## src/rtl/mips_avalon_arbiter.sv

```systemverilog
// ---------------------------------------------------------------------------
// mips_avalon_arbiter
//
// Shares one Avalon-MM slave between the MIPS instruction-fetch master and
// the data master. Grants are registered and alternate under contention
// (round-robin), so one master can never starve the other. The granted
// master's signals are forwarded combinationally to the slave, and the
// other master is held off with waitrequest.
//
// Debug/observation outputs: per-master completed-transaction counters, a
// sticky watchdog flag and a sticky protocol-violation flag.
//
// Ports
//   clk, reset            clock (rising edge) and async active-high reset
//   instr_*               fetch master: address/read in, waitrequest/readdata out
//   data_*                data master: address/read/write/writedata/byteenable in,
//                         waitrequest/readdata out
//   avm_*                 shared slave: address/read/write/writedata/byteenable
//                         out, waitrequest/readdata in
//   instr_count/data_count  completed transactions per master (wrapping)
//   timeout_err           set when a grant sees TIMEOUT stalled cycles
//   protocol_err          set on read+write together or a request dropped
//                         before completion
// ---------------------------------------------------------------------------
module mips_avalon_arbiter #(
   parameter int TIMEOUT     = 64,
   parameter int COUNT_WIDTH = 32
) (
   input  logic                   clk,
   input  logic                   reset,
   input  logic [31:0]            instr_address,
   input  logic                   instr_read,
   output logic                   instr_waitrequest,
   output logic [31:0]            instr_readdata,
   input  logic [31:0]            data_address,
   input  logic                   data_read,
   input  logic                   data_write,
   input  logic [31:0]            data_writedata,
   input  logic [3:0]             data_byteenable,
   output logic                   data_waitrequest,
   output logic [31:0]            data_readdata,
   output logic [31:0]            avm_address,
   output logic                   avm_read,
   output logic                   avm_write,
   output logic [31:0]            avm_writedata,
   output logic [3:0]             avm_byteenable,
   input  logic                   avm_waitrequest,
   input  logic [31:0]            avm_readdata,
   output logic [COUNT_WIDTH-1:0] instr_count,
   output logic [COUNT_WIDTH-1:0] data_count,
   output logic                   timeout_err,
   output logic                   protocol_err
);

   // The wait counter only has to reach TIMEOUT-1, so it is sized for that.
   localparam int WAIT_W = (TIMEOUT > 1) ? $clog2(TIMEOUT) : 1;

   typedef enum logic [1:0] {
      IDLE    = 2'd0,
      GRANT_I = 2'd1,
      GRANT_D = 2'd2
   } state_t;

   localparam logic OWNER_I = 1'b0;
   localparam logic OWNER_D = 1'b1;

   state_t            state;
   logic              last_grant;
   logic [WAIT_W-1:0] wait_ctr;

   logic req_i;
   logic req_d;
   logic wait_last;

   assign req_i     = instr_read;
   assign req_d     = data_read | data_write;
   assign wait_last = (wait_ctr == WAIT_W'(TIMEOUT - 1));

   // Read data is broadcast to both masters; each only looks at it on its
   // own completion cycle.
   assign instr_readdata = avm_readdata;
   assign data_readdata  = avm_readdata;

   // Slave-side mux: forward the owner's request, stall everyone else.
   always_comb begin
      avm_address       = 32'h0;
      avm_read          = 1'b0;
      avm_write         = 1'b0;
      avm_writedata     = 32'h0;
      avm_byteenable    = 4'h0;
      instr_waitrequest = 1'b1;
      data_waitrequest  = 1'b1;
      case (state)
         GRANT_I: begin
            avm_address       = instr_address;
            avm_read          = instr_read;
            avm_byteenable    = 4'b1111;
            instr_waitrequest = avm_waitrequest;
         end
         GRANT_D: begin
            avm_address      = data_address;
            avm_read         = data_read;
            avm_write        = data_write;
            avm_writedata    = data_writedata;
            avm_byteenable   = data_byteenable;
            data_waitrequest = avm_waitrequest;
         end
         default: ;
      endcase
   end

   // Arbitration FSM with counters and sticky flags. A finished owner hands
   // straight over to the other master if it is waiting, otherwise the
   // arbiter goes idle, so the same master is never regranted without an
   // IDLE cycle in between. Stalls and dropped requests also fall back to
   // IDLE without counting a completion.
   always_ff @(posedge clk or posedge reset) begin
      if (reset) begin
         state        <= IDLE;
         last_grant   <= OWNER_I;
         wait_ctr     <= '0;
         instr_count  <= '0;
         data_count   <= '0;
         timeout_err  <= 1'b0;
         protocol_err <= 1'b0;
      end else begin
         if (data_read && data_write) begin
            protocol_err <= 1'b1;
         end
         case (state)
            IDLE: begin
               wait_ctr <= '0;
               if (req_i && req_d) begin
                  state <= (last_grant == OWNER_I) ? GRANT_D : GRANT_I;
               end else if (req_i) begin
                  state <= GRANT_I;
               end else if (req_d) begin
                  state <= GRANT_D;
               end
            end
            GRANT_I: begin
               if (!req_i) begin
                  protocol_err <= 1'b1;
                  wait_ctr     <= '0;
                  state        <= IDLE;
               end else if (!avm_waitrequest) begin
                  instr_count <= instr_count + COUNT_WIDTH'(1);
                  last_grant  <= OWNER_I;
                  wait_ctr    <= '0;
                  state       <= req_d ? GRANT_D : IDLE;
               end else if (wait_last) begin
                  timeout_err <= 1'b1;
                  last_grant  <= OWNER_I;
                  wait_ctr    <= '0;
                  state       <= IDLE;
               end else begin
                  wait_ctr <= wait_ctr + WAIT_W'(1);
               end
            end
            GRANT_D: begin
               if (!req_d) begin
                  protocol_err <= 1'b1;
                  wait_ctr     <= '0;
                  state        <= IDLE;
               end else if (!avm_waitrequest) begin
                  data_count <= data_count + COUNT_WIDTH'(1);
                  last_grant <= OWNER_D;
                  wait_ctr   <= '0;
                  state      <= req_i ? GRANT_I : IDLE;
               end else if (wait_last) begin
                  timeout_err <= 1'b1;
                  last_grant  <= OWNER_D;
                  wait_ctr    <= '0;
                  state       <= IDLE;
               end else begin
                  wait_ctr <= wait_ctr + WAIT_W'(1);
               end
            end
            default: begin
               state <= IDLE;
            end
         endcase
      end
   end

endmodule

```

## config.mk

```make
export PLATFORM = sky130hd
export DESIGN_NAME = mips_avalon_arbiter
export DESIGN_NICKNAME = d
export VERILOG_FILES = /design/src/rtl/mips_avalon_arbiter.sv
export SDC_FILE = /design/constraint.sdc
export NUM_CORES = 1
export LEC_CHECK = 0
export ABC_AREA = 0
export CAP_MARGIN = 25
export CORE_AREA = 3 3 132 134
export CTS_BUF_LIST = sky130_fd_sc_hd__clkbuf_16
export CTS_CLUSTER_DIAMETER = 200
export DETAILED_ROUTE_END_ITERATION = 16
export DIE_AREA = 0 0 135 137
export PLACE_DENSITY = 0.7
export SYNTH_ARGS = -nofsm -noshare
export SYNTH_HDL_FRONTEND = slang
export SYNTH_SLANG_ARGS = --single-unit
```

## constraint.sdc

```tcl
create_clock -name clk -period 2.3 [get_ports clk]
set_input_delay 0.23 -clock clk [delete_from_list [all_inputs] [get_ports clk]]
set_output_delay 0.23 -clock clk [all_outputs]
set_load 0.01 [all_outputs]
```

==> metrics, run 1 <==
top cells by area, synth=dfrtp_1 (38%), buf_4 (9.8%), xor2_1 (8.0%), a22oi_1 (4.9%), nor2b_1 (4.8%); syn_nets=about 680; grt total ovfl=0; DRC viols=0; drt via density=between 4 and 5; Ys Warns=0; Worst Path Arrival=between 2 and 2.5 ns; Post-Syn Instances=approximately 530; Final Hold Fails=0; vias in the first global route=between 4000 and 5000; gr usage total=0.1734; Main synth FF type=dfrtp_1; Yosys reg bits=75; Placed Cells incl. Taps=between 900 and 1000; Die W=approximately 140 um; f_max=around 450 MHz; vias after detailed routing=about 4500; top-count cell post-synth=dfrtp_1; Post-Syn Area=0.004918 mm2; slew of the pin with the lowest slew margin=around 0.53 ns; CP endpoint kind=flip-flop; Die Span Y=137 um; total power=just under 0.006 W; largest area contributor in the netlist=dfrtp_1; worst setup path class=flip-flop to flip-flop; row count=47; Reg clk slew, reported paths=around 0.060 ns; RePlAce Congestion=roughly 0.8; first drt pass iteration count=5; post-route insts no fill=about 940; Synth cell types=46; P_leak=between 3 and 4 nW; top cell type's share of synthesized area=0.3816; # IOs=340; H-tree levels=3; root buf cell=clkbuf_16; normalized max-slew margin=0.6472; Max Slew Vio Count=0; Hold WS=around 0.27 ns; CP required=around 2.6 ns; worst skew pair latency=0.33 ns; deepest clock path buffer count=2; Peak supply drop=~0.00046 V; fin crit share=0.9585; max_cap viols=0; crit-path max FO=15; port bufs=243; Post-synth top cells=dfrtp_1 (75), buf_4 (64), xor2_1 (45), nor2b_1 (38), and2_1 (35); die area=0.01850 mm2; antenna violations before repair=0; first-pass GRT wire length=25.30 mm; Worst Skew=about 0.009 ns; setup TNS=0 ns; wire per inst=17.32 um; number of flops mapped to enable cells by yosys=0; r2r setup slk=between 0.09 and 0.1 ns; Sink Count=75; DR iter-0 viols=176; final-report setup violation count=0; Seq/Total Area, Yosys=0.3816; FFs w/ async S/R, synth=1.000; TritonCTS clock tree=built; Final nets=864; startpoint class of the critical path=flip-flop; DPL Wire Length=approximately 12 mm; Inserted Clock Buffers=9; Post-DRT Antenna Nets=0; final wirelength=between 15 and 20 mm; Mean Syn Cell Area=just over 9 um2; core area=0.01641 mm2; initial core utilization=0.2998; worst hold path type=input port to async pin; Final min period=between 2 and 2.5 ns; pin count of the biggest net entering global routing=44; P per Cell Area=roughly 770 mW/mm2; share of cells above drive strength 1=0.08575; status=complete, no violations; area delta synth->final=58.18%
repair_timing:
| action | in CTS | in global routing |
|---|---|---|
| gates resized for setup | 53 | 33 |
| gates cloned | 2 | 0 |
| pin swaps | 1 | 0 |
| hold buffers | 0 | 0 |
| endpoints found under the setup margin | 57 | 30 |
| buffers inserted | 5 | 0 |
sequential cells by signal, summed over array words and instances (netlist names):
signal	cells
data_count	32
instr_count	32
last_grant	1
protocol_err	1
state	2
timeout_err	1
wait_ctr	6
critical path, cell delays in order, from the launching register on:
cell and delay [ns]:
dfrtp_2 0.44, inv_2 0.11, ha_4 0.19, buf_4 0.13, buf_4 0.09, nand2b_1 0.08, or3_1 0.41, buf_12 0.18
nor4_2 0.31, xor2_1 0.16
per-stage QoR:
stage          instance area (um2)  worst slack [ns]    util
5_1_grt                       7777          -0.04369  0.4740
4_1_cts                       7657         0.0008120  0.4667
3_5_place_dp                  7248            0.1754  0.4418
3_3_place_gp                  7248            0.2181  0.4418
6_report                      7780           0.09546  0.4742
2_1_floorplan                 4918            0.1600       -
worst paths after layout:
| kind | startpoint | end | cells after the start |
|---|---|---|---|
| setup reg to reg | state[0] | data_count[27] | 9 |
| min in group clk | avm_readdata[29] | data_readdata[29] | 0 |
| setup / recovery | state[0] | data_count[27] | 9 |
| max in group asynchronous | reset | state[0] | 3 |
| hold reg to reg | instr_count[31] | instr_count[31] | 1 |
| hold / removal | reset | instr_count[26] | 2 |
logic make-up (layout without fill, tap and decap cells):
| logic type | count (synthesis) | count (layout) | synth area share |
|---|---|---|---|
| fa+ha+maj | 8 | 8 | 0.02035 |
| mux | 2 | 2 | 0.004579 |
| flops | 75 | 75 | 0.3816 |
| xor+xnor | 66 | 66 | 0.1175 |
| buf+inv | 111 | 305 | 0.1369 |
| simple gates | 209 | 209 | 0.2536 |
| other cells | 0 | 1 | 0 |
| compound gates | 58 | 58 | 0.08548 |
layout by cell type (no fill, tap or decap), types with 3 or more instances in the layout:
cell type	synthesis	final
and3_1	3	3
o21a_1	3	3
and2_1	35	35
dlygate4sd2_1	0	44
nor3_1	22	22
ha_4	0	3
dlymetal6s2s_1	0	25
buf_4	64	18
nand4_1	12	12
buf_12	0	6
nor4_4	2	3
nand2_1	25	25
clkbuf_16	0	9
dfrtp_1	75	74
nor4_1	19	16
nand3_1	15	15
clkdlybuf4s50_1	0	174
xor2_1	45	45
inv_1	20	18
nor2b_1	38	37
inv_2	0	3
nor2_1	17	17
a21o_1	3	3
ha_1	8	5
xnor2_1	21	21
a21oi_1	9	9
and4_1	7	7
a22oi_1	32	32
report_power, final:
group / switching [W] / total (W) / leakage [nW] / internal, W
clock network: 0.000556 / 0.00150 / 0.153 / 0.000948
registers: 0.000121 / 0.00155 / 0.960 / 0.00143
logic: 0.00130 / 0.00291 / 2.80 / 0.00161
total: 0.00198 / 0.00596 / 3.92 / 0.00398
per-layer routing:
metal / GRT usage / part of all wire
met5: 0 / 0
met4: 0.03191 / 0.0061
met3: 0.07647 / 0.10
met2: 0.2788 / 0.48
met1: 0.2190 / 0.41
area by class of cell:
type                       instances  area, um2
timing repair buffer             269       2760
fill                            1524       8627
clock inverter                     7      92.59
multi-input combinational        343       2471
tap                              220      275.3
sequential                        75       1878
clock buffer                       9      225.2
inverter                          20      75.07
antenna                            1      2.502
Note: power is estimated with default switching activity, not from simulation.
==> run 2: changes to the inputs <==
- CAP_MARGIN: 25 -> default
==> results of run 2 <==
No change in the layout: final DEF, timing and power equal those of run 1.
